## config.mk

```make
export PLATFORM = sky130hd
export DESIGN_NAME = sprite_sched_flat
export DESIGN_NICKNAME = d
export VERILOG_FILES = /design/src/rtl/sprite_sched_if.sv /design/src/rtl/sprite_sched.sv /design/src/flat_wrapper.sv
export SDC_FILE = /design/constraint.sdc
export NUM_CORES = 1
export LEC_CHECK = 0
export BUFFER_PORTS_ARGS = -buffer_cell sky130_fd_sc_hd__buf_2
export CAP_MARGIN = 15
export CORE_MARGIN = 3
export CORE_UTILIZATION = 27
export DETAILED_ROUTE_END_ITERATION = 12
export REMOVE_ABC_BUFFERS = 1
export SLEW_MARGIN = 20
export SYNTH_ARGS = -nofsm -noshare
export SYNTH_HDL_FRONTEND = slang
export SYNTH_SLANG_ARGS = --single-unit
```

## constraint.sdc

```tcl
create_clock -name clk -period 4 [get_ports clk]
set_input_delay 0.4 -clock clk [delete_from_list [all_inputs] [get_ports clk]]
set_output_delay 0.4 -clock clk [all_outputs]
set_load 0.01 [all_outputs]
```

## src/rtl/sprite_sched_if.sv

```systemverilog
// Sprite-update request channel: requester (master) drives slot contents, scheduler (slave) returns ready.
// Optional macro SPRITE_HFLIP_EN adds the per-slot horizontal-flip bit.
interface sprite_sched_if #(
  parameter int NSPR = 4
);
  localparam int IDW = (NSPR > 1) ? $clog2(NSPR) : 1;

  logic           upd_valid;
  logic           upd_ready;
  logic [IDW-1:0] upd_id;
  logic [9:0]     upd_x;
  logic [9:0]     upd_y;
  logic [3:0]     upd_tile;
  logic           upd_en;
`ifdef SPRITE_HFLIP_EN
  logic           upd_flip;

  modport master (output upd_valid, upd_id, upd_x, upd_y, upd_tile, upd_en, upd_flip,
                  input  upd_ready);
  modport slave  (input  upd_valid, upd_id, upd_x, upd_y, upd_tile, upd_en, upd_flip,
                  output upd_ready);
`else
  modport master (output upd_valid, upd_id, upd_x, upd_y, upd_tile, upd_en,
                  input  upd_ready);
  modport slave  (input  upd_valid, upd_id, upd_x, upd_y, upd_tile, upd_en,
                  output upd_ready);
`endif
endinterface

```

## src/rtl/sprite_sched.sv

```systemverilog
// Double-buffered sprite scheduler: hit-tests the raster against NSPR slots and fetches the winner's ROM pixel.
// Optional macro SPRITE_HFLIP_EN enables per-slot horizontal flip.
module sprite_sched #(
  parameter int DATA_WIDTH = 24,
  parameter int NSPR       = 4,
  parameter int SPR_LOG2   = 5
) (
  input  logic                    clk,
  input  logic                    rst_n,
  input  logic [9:0]              i_hcount,
  input  logic [9:0]              i_vcount,
  input  logic                    i_bright,
  sprite_sched_if.slave           upd,
  output logic [3+2*SPR_LOG2:0]   o_rom_addr,
  input  logic [DATA_WIDTH-1:0]   i_rom_data,
  output logic [DATA_WIDTH-1:0]   o_pixel,
  output logic                    o_pix_en,
  output logic [9:0]              o_hcount,
  output logic [9:0]              o_vcount,
  output logic                    o_bright,
  output logic                    o_frame_commit
);
  localparam int IDW  = (NSPR > 1) ? $clog2(NSPR) : 1;
  localparam int AW   = 4 + 2*SPR_LOG2;
  localparam int SIDE = 2**SPR_LOG2;

  localparam logic [1:0] WAIT_FIRST = 2'd0;
  localparam logic [1:0] RUN        = 2'd1;
  localparam logic [1:0] COMMIT     = 2'd2;

  typedef struct packed {
    logic [9:0] x;
    logic [9:0] y;
    logic [3:0] tile;
    logic       en;
`ifdef SPRITE_HFLIP_EN
    logic       flip;
`endif
  } slot_t;

  logic [1:0]              r_state;
  logic [1:0]              w_state_next;
  logic                    w_upd_ready;
  logic                    w_upd_fire;
  slot_t                   w_upd_slot;
  logic [NSPR-1:0]         w_hit;
  logic [NSPR-1:0][AW-1:0] w_addr;
  logic                    w_any;
  logic [AW-1:0]           w_sel_addr;

  logic [AW-1:0]           r_rom_addr;
  logic                    r_hit1;
  logic [9:0]              r_h1, r_v1, r_h2, r_v2;
  logic                    r_b1, r_b2;
  logic                    r_pix_en;

  assign w_upd_ready = (r_state != COMMIT);
  assign w_upd_fire  = upd.upd_valid && w_upd_ready;
  assign upd.upd_ready = w_upd_ready;

  always_comb begin
    w_upd_slot      = '0;
    w_upd_slot.x    = upd.upd_x;
    w_upd_slot.y    = upd.upd_y;
    w_upd_slot.tile = upd.upd_tile;
    w_upd_slot.en   = upd.upd_en;
`ifdef SPRITE_HFLIP_EN
    w_upd_slot.flip = upd.upd_flip;
`endif
  end

  always_comb begin
    w_state_next = r_state;
    case (r_state)
      WAIT_FIRST, RUN: if (i_vcount == 10'd480 && i_hcount == 10'd0) w_state_next = COMMIT;
      COMMIT:          w_state_next = RUN;
      default:         w_state_next = WAIT_FIRST;
    endcase
  end

  always_ff @(posedge clk) begin
    if (!rst_n) r_state <= WAIT_FIRST;
    else        r_state <= w_state_next;
  end

  for (genvar gi = 0; gi < NSPR; gi++) begin : g_slot
    slot_t       r_stg;
    slot_t       r_act;
    logic [10:0] w_dx, w_dy;
    logic [SPR_LOG2-1:0] w_col;

    always_ff @(posedge clk) begin
      if (!rst_n) begin
        r_stg <= '0;
        r_act <= '0;
      end else begin
        if (w_upd_fire && upd.upd_id == IDW'(gi)) r_stg <= w_upd_slot;
        if (r_state == COMMIT) r_act <= r_stg;
      end
    end

    // 11-bit subtraction: a sprite near x=1023 must not wrap back onto column 0.
    assign w_dx = {1'b0, i_hcount} - {1'b0, r_act.x};
    assign w_dy = {1'b0, i_vcount} - {1'b0, r_act.y};
    assign w_hit[gi] = r_act.en
                    && ({1'b0, i_hcount} >= {1'b0, r_act.x}) && (w_dx < 11'(SIDE))
                    && ({1'b0, i_vcount} >= {1'b0, r_act.y}) && (w_dy < 11'(SIDE));
`ifdef SPRITE_HFLIP_EN
    assign w_col = r_act.flip ? ~w_dx[SPR_LOG2-1:0] : w_dx[SPR_LOG2-1:0];
`else
    assign w_col = w_dx[SPR_LOG2-1:0];
`endif
    assign w_addr[gi] = {r_act.tile, w_dy[SPR_LOG2-1:0], w_col};
  end

  // Walk from the top slot down so the lowest-index hit is the last assignment.
  always_comb begin
    w_any      = 1'b0;
    w_sel_addr = '0;
    for (int i = NSPR-1; i >= 0; i--) begin
      if (w_hit[i]) begin
        w_any      = 1'b1;
        w_sel_addr = w_addr[i];
      end
    end
  end

  always_ff @(posedge clk) begin
    if (!rst_n) begin
      r_rom_addr <= '0;
      r_hit1     <= 1'b0;
      r_h1       <= '0;
      r_v1       <= '0;
      r_b1       <= 1'b0;
      r_pix_en   <= 1'b0;
      r_h2       <= '0;
      r_v2       <= '0;
      r_b2       <= 1'b0;
    end else begin
      r_rom_addr <= w_sel_addr;
      r_hit1     <= w_any && i_bright && (r_state != WAIT_FIRST);
      r_h1       <= i_hcount;
      r_v1       <= i_vcount;
      r_b1       <= i_bright;
      r_pix_en   <= r_hit1;
      r_h2       <= r_h1;
      r_v2       <= r_v1;
      r_b2       <= r_b1;
    end
  end

  // The ROM's own output register is the second pipeline stage; only the mask is added here.
  assign o_rom_addr     = r_rom_addr;
  assign o_pixel        = r_pix_en ? i_rom_data : '0;
  assign o_pix_en       = r_pix_en;
  assign o_hcount       = r_h2;
  assign o_vcount       = r_v2;
  assign o_bright       = r_b2;
  assign o_frame_commit = (r_state == COMMIT);
endmodule

```

## src/flat_wrapper.sv

```systemverilog
// flat-port wrapper written by rule: the top's interface ports become plain ports
module sprite_sched_flat 
#(
  parameter int DATA_WIDTH = 24,
  parameter int NSPR       = 4,
  parameter int SPR_LOG2   = 5
)
  (clk, rst_n, i_hcount, i_vcount, i_bright, o_rom_addr, i_rom_data, o_pixel, o_pix_en, o_hcount, o_vcount, o_bright, o_frame_commit, upd_upd_valid, upd_upd_id, upd_upd_x, upd_upd_y, upd_upd_tile, upd_upd_en, upd_upd_ready);
  sprite_sched_if #(.NSPR(NSPR)) upd_i ();
  input  logic clk;
  input  logic rst_n;
  input  logic [9:0] i_hcount;
  input  logic [9:0] i_vcount;
  input  logic i_bright;
  output logic [3+2*SPR_LOG2:0] o_rom_addr;
  input  logic [DATA_WIDTH-1:0] i_rom_data;
  output logic [DATA_WIDTH-1:0] o_pixel;
  output logic o_pix_en;
  output logic [9:0] o_hcount;
  output logic [9:0] o_vcount;
  output logic o_bright;
  output logic o_frame_commit;
  input wire logic [$bits(upd_i.upd_valid)-1:0] upd_upd_valid;
  input wire logic [$bits(upd_i.upd_id)-1:0] upd_upd_id;
  input wire logic [$bits(upd_i.upd_x)-1:0] upd_upd_x;
  input wire logic [$bits(upd_i.upd_y)-1:0] upd_upd_y;
  input wire logic [$bits(upd_i.upd_tile)-1:0] upd_upd_tile;
  input wire logic [$bits(upd_i.upd_en)-1:0] upd_upd_en;
  output wire logic [$bits(upd_i.upd_ready)-1:0] upd_upd_ready;
  assign upd_i.upd_valid = upd_upd_valid;
  assign upd_i.upd_id = upd_upd_id;
  assign upd_i.upd_x = upd_upd_x;
  assign upd_i.upd_y = upd_upd_y;
  assign upd_i.upd_tile = upd_upd_tile;
  assign upd_i.upd_en = upd_upd_en;
  assign upd_upd_ready = upd_i.upd_ready;
  sprite_sched #(.DATA_WIDTH(DATA_WIDTH), .NSPR(NSPR), .SPR_LOG2(SPR_LOG2)) u_core (.clk(clk), .rst_n(rst_n), .i_hcount(i_hcount), .i_vcount(i_vcount), .i_bright(i_bright), .upd(upd_i), .o_rom_addr(o_rom_addr), .i_rom_data(i_rom_data), .o_pixel(o_pixel), .o_pix_en(o_pix_en), .o_hcount(o_hcount), .o_vcount(o_vcount), .o_bright(o_bright), .o_frame_commit(o_frame_commit));
endmodule
```

==> impl_metrics.env <==
export IMPL_place_area_sq_mm=0.01441
export IMPL_dieArea_sq_mm=0.05108
export IMPL_grt_usage=0.1632
export IMPL_ys_flop_type="dfxtp_1"
export IMPL_slew_headroom=0.3812
export IMPL_hold_buffers=0
export IMPL_drt_total_wl_mm=42.63
export IMPL_ctsResizeCount=0
export IMPL_hold_start="upd_upd_tile[1]"
export IMPL_drive_gt1_frac=0.1259
export IMPL_grt_pass1_wl_mm=65.29
export IMPL_power_density_mw_per_mm2=396.6
export IMPL_crit_path_end_kind="flop"
export IMPL_clock_latency_ns=0.56
export IMPL_r2r_cells=12
export IMPL_post_route_worst_setup_slack_ns=0.5886
export IMPL_finalPower_mw=6.133
export IMPL_initial_core_util=0.2772
export IMPL_drv_slew=0
export IMPL_dp_hpwl_mm=31.38
export IMPL_cp_max_fo=6
export IMPL_clk_pin_slew_ns=0.06
export IMPL_final_nets=1951
export IMPL_finalHoldViolCount=0
export IMPL_clockBufferDepth=3
export IMPL_synth_distinct_cells=73
export IMPL_clkSinkCount=260
export IMPL_routabilityCongestion=0.9542
export IMPL_ant_nets=0
export IMPL_grt_ovfl_total=0
export IMPL_cts_inserted_buffers=30
export IMPL_worst_slew_pin_slew_ns=0.9282
export IMPL_peakVddDrop_mv=0.2750
export IMPL_fill_cells=4924
export IMPL_diodes=0
export IMPL_h_tree_depth=1
export IMPL_seq_area_sq_mm=0.005205
export IMPL_grt_pass1_vias=11569
export IMPL_most_common_layout_cells="nand2_1, dfxtp_1, a21oi_1, buf_2, inv_1"
export IMPL_ios=137
export IMPL_antenna_found_initial=1
export IMPL_drc_errors=0
export IMPL_run_status="complete, no violations"
export IMPL_holdPathStages=3
export IMPL_num_vias=12123
export IMPL_period_share=0.8528
export IMPL_postCtsSetupRepairBufs=0
export IMPL_cp_arrival_ns=3.92
export IMPL_rows=79
export IMPL_ys_seq_area_frac=0.3983
export IMPL_stdcell_area_sq_mm=0.01546
export IMPL_syn_inst=1679
export IMPL_synth_edf_count=0
export IMPL_r2r_start="u_core.g_slot[1].r_act[16]"
export IMPL_fp_coreArea_sq_mm=0.04715
export IMPL_cts_root_buf="clkbuf_16"
export IMPL_grt_setup_unrepaired="no"
export IMPL_r2r_end="u_core.o_rom_addr[1]"
export IMPL_dieHeight_um=226.0
export IMPL_fmax_ghz=0.2931
export IMPL_synth_area_sq_mm=0.01307
export IMPL_io_buffers=136
export IMPL_required_ns=4.51
export IMPL_grt_max_degree=111
export IMPL_cap_violations=0
export IMPL_tritoncts="yes"
export IMPL_finalNonFillerCells=2418
export IMPL_r2r_slack_ns=0.59
export IMPL_finalSetupViolations=0
export IMPL_first_iter_violations=817
export IMPL_ys_async_sr_fraction=0
export IMPL_finalCriticalPeriod_ns=3.411
export IMPL_ys_seq_elements=260
export IMPL_dr_pass1_iters=5
export IMPL_layout_commonest_cell="nand2_1"
export IMPL_dp_cells=2363
export IMPL_yosys_warnings=0
export IMPL_detail_route_wl_per_cell_um=17.63
export IMPL_timing_critical_path_from_type="flop"
export IMPL_multi_input_area_sq_mm=0.007158
export IMPL_area_growth_syn_to_layout_pct=18.32
export IMPL_hold_path_endpoint="u_core.g_slot[1].r_stg[2]"
export IMPL_leakage_nw=5.802
export IMPL_die_w_um=226.0
export IMPL_place_ws_ns=0.2197
export IMPL_min_path_type="in2reg"
export IMPL_finalClockSkew_ns=0.008570
export IMPL_avgSynthCellArea_sq_um=7.784
export IMPL_critPathKind="reg2reg"
export IMPL_viasPerCell=5.014
==> through the flow <==
step           hold slack (ns)  utilization  setup TNS [ns]
2_1_floorplan           0.4118            -         -108.43
3_3_place_gp            0.4140       0.3057               0
3_5_place_dp            0.4169       0.3057               0
4_1_cts                0.08221       0.3280               0
5_1_grt                 0.1008       0.3280               0
6_report                0.1089       0.3280               0
==> Yosys cell counts, types with 4 or more instances <==
library cell / count / share of area
and2_1: 65 / 0.031
o21bai_1: 5 / 0.0029
o2111ai_1: 7 / 0.0047
o21a_1: 23 / 0.013
xnor2_1: 9 / 0.0060
a211o_1: 5 / 0.0034
nor4_1: 6 / 0.0029
clkbuf_1: 75 / 0.022
a31oi_1: 9 / 0.0043
nand2b_1: 16 / 0.0077
a21oi_1: 239 / 0.092
a211oi_1: 18 / 0.010
o22ai_1: 5 / 0.0024
a21o_1: 13 / 0.0075
nand2_1: 432 / 0.12
inv_1: 102 / 0.029
o41ai_1: 4 / 0.0027
fa_1: 8 / 0.012
o211a_1: 6 / 0.0046
xor2_1: 10 / 0.0067
o31a_1: 9 / 0.0060
nand3b_1: 4 / 0.0023
and3_1: 5 / 0.0024
nor3_1: 31 / 0.012
nor2b_1: 25 / 0.012
nor3b_1: 10 / 0.0057
o211ai_1: 5 / 0.0029
ha_1: 80 / 0.077
mux2i_1: 6 / 0.0046
dfxtp_1: 260 / 0.40
a221oi_1: 6 / 0.0040
o21ai_0: 45 / 0.017
a2111oi_0: 7 / 0.0047
buf_2: 7 / 0.0027
nand4_1: 9 / 0.0043
nand3_1: 11 / 0.0042
nor2_1: 46 / 0.013
==> sequential cells by signal, indices dropped and copies added (netlist names) <==
signal and flops:
u_core.g_slot.r_act 100, u_core.g_slot.r_stg 100, u_core.o_bright 1, u_core.o_hcount 10
u_core.o_pix_en 1, u_core.o_rom_addr 14, u_core.o_vcount 10, u_core.r_b1 1
u_core.r_h1 10, u_core.r_hit1 1, u_core.r_state 2, u_core.r_v1 10
==> routing by layer <==
| layer | share of wire | GRT usage | routed length [um] | vias up |
|---|---|---|---|---|
| met4 | 0.020 | 0.03752 | 843 | 0 |
| met2 | 0.46 | 0.2714 | 19460 | 356 |
| li1 | - | - | - | 5929 |
| met3 | 0.068 | 0.02691 | 2878 | 53 |
| met1 | 0.46 | 0.2221 | 19450 | 5785 |
| met5 | 0 | 0 | 0 | - |
==> worst max-delay path by stage <==
stage | slack (ns) | endpoint | depth (start not counted) | from
5_1_grt | 0.21 | u_core.o_rom_addr[11] | 12 | u_core.g_slot[3].r_act[5]
4_1_cts | 0.54 | u_core.o_rom_addr[11] | 12 | u_core.g_slot[3].r_act[15]
3_3_place_gp | 0.30 | u_core.o_rom_addr[8] | 14 | i_hcount[0]
6_report | 0.59 | u_core.o_rom_addr[1] | 12 | u_core.g_slot[1].r_act[16]
2_1_floorplan | -0.89 | u_core.g_slot[0].r_act[0] | 4 | u_core.r_state[0]
3_5_place_dp | 0.22 | u_core.o_rom_addr[11] | 14 | i_hcount[0]
==> kinds of logic after synthesis <==
family          Yosys count  share of synthesized area
compound gates          440                     0.2061
xor+xnor                 19                    0.01273
fa+ha+maj                88                    0.08885
buf+inv                 187                    0.05534
flops                   260                     0.3983
mux                       8                   0.006319
simple gates            677                     0.2324
==> critical path: stages, from the launching register on <==
cell,delay [ns]
dfxtp_1,0.37
inv_1,0.06
ha_1,0.26
nor2b_1,0.14
o31a_1,0.28
or2_0,0.23
a211o_1,0.31
a211oi_1,0.31
o2111ai_2,0.30
o21bai_1,0.63
buf_4,0.24
a221o_1,0.11
o211a_1,0.13
==> where the power goes <==
part | internal (mW) | total (mW) | leakage, nW | switching [mW]
clock network | 1.77 | 2.86 | 0.515 | 1.09
logic | 0.222 | 0.610 | 3.18 | 0.388
registers | 2.64 | 2.66 | 2.11 | 0.0204
total | 4.63 | 6.13 | 5.80 | 1.50
==> area by class of cell <==
| type | count | share of cell area |
|---|---|---|
| well taps | 607 | 0.04911 |
| clock buffers | 45 | 0.05939 |
| flip-flops and latches | 260 | 0.3366 |
| clock inverters | 10 | 0.008658 |
| multi-input cells | 1232 | 0.4629 |
| inverters | 102 | 0.02508 |
| repair buffers | 162 | 0.05826 |
Power figures use the tool's default switching activity.
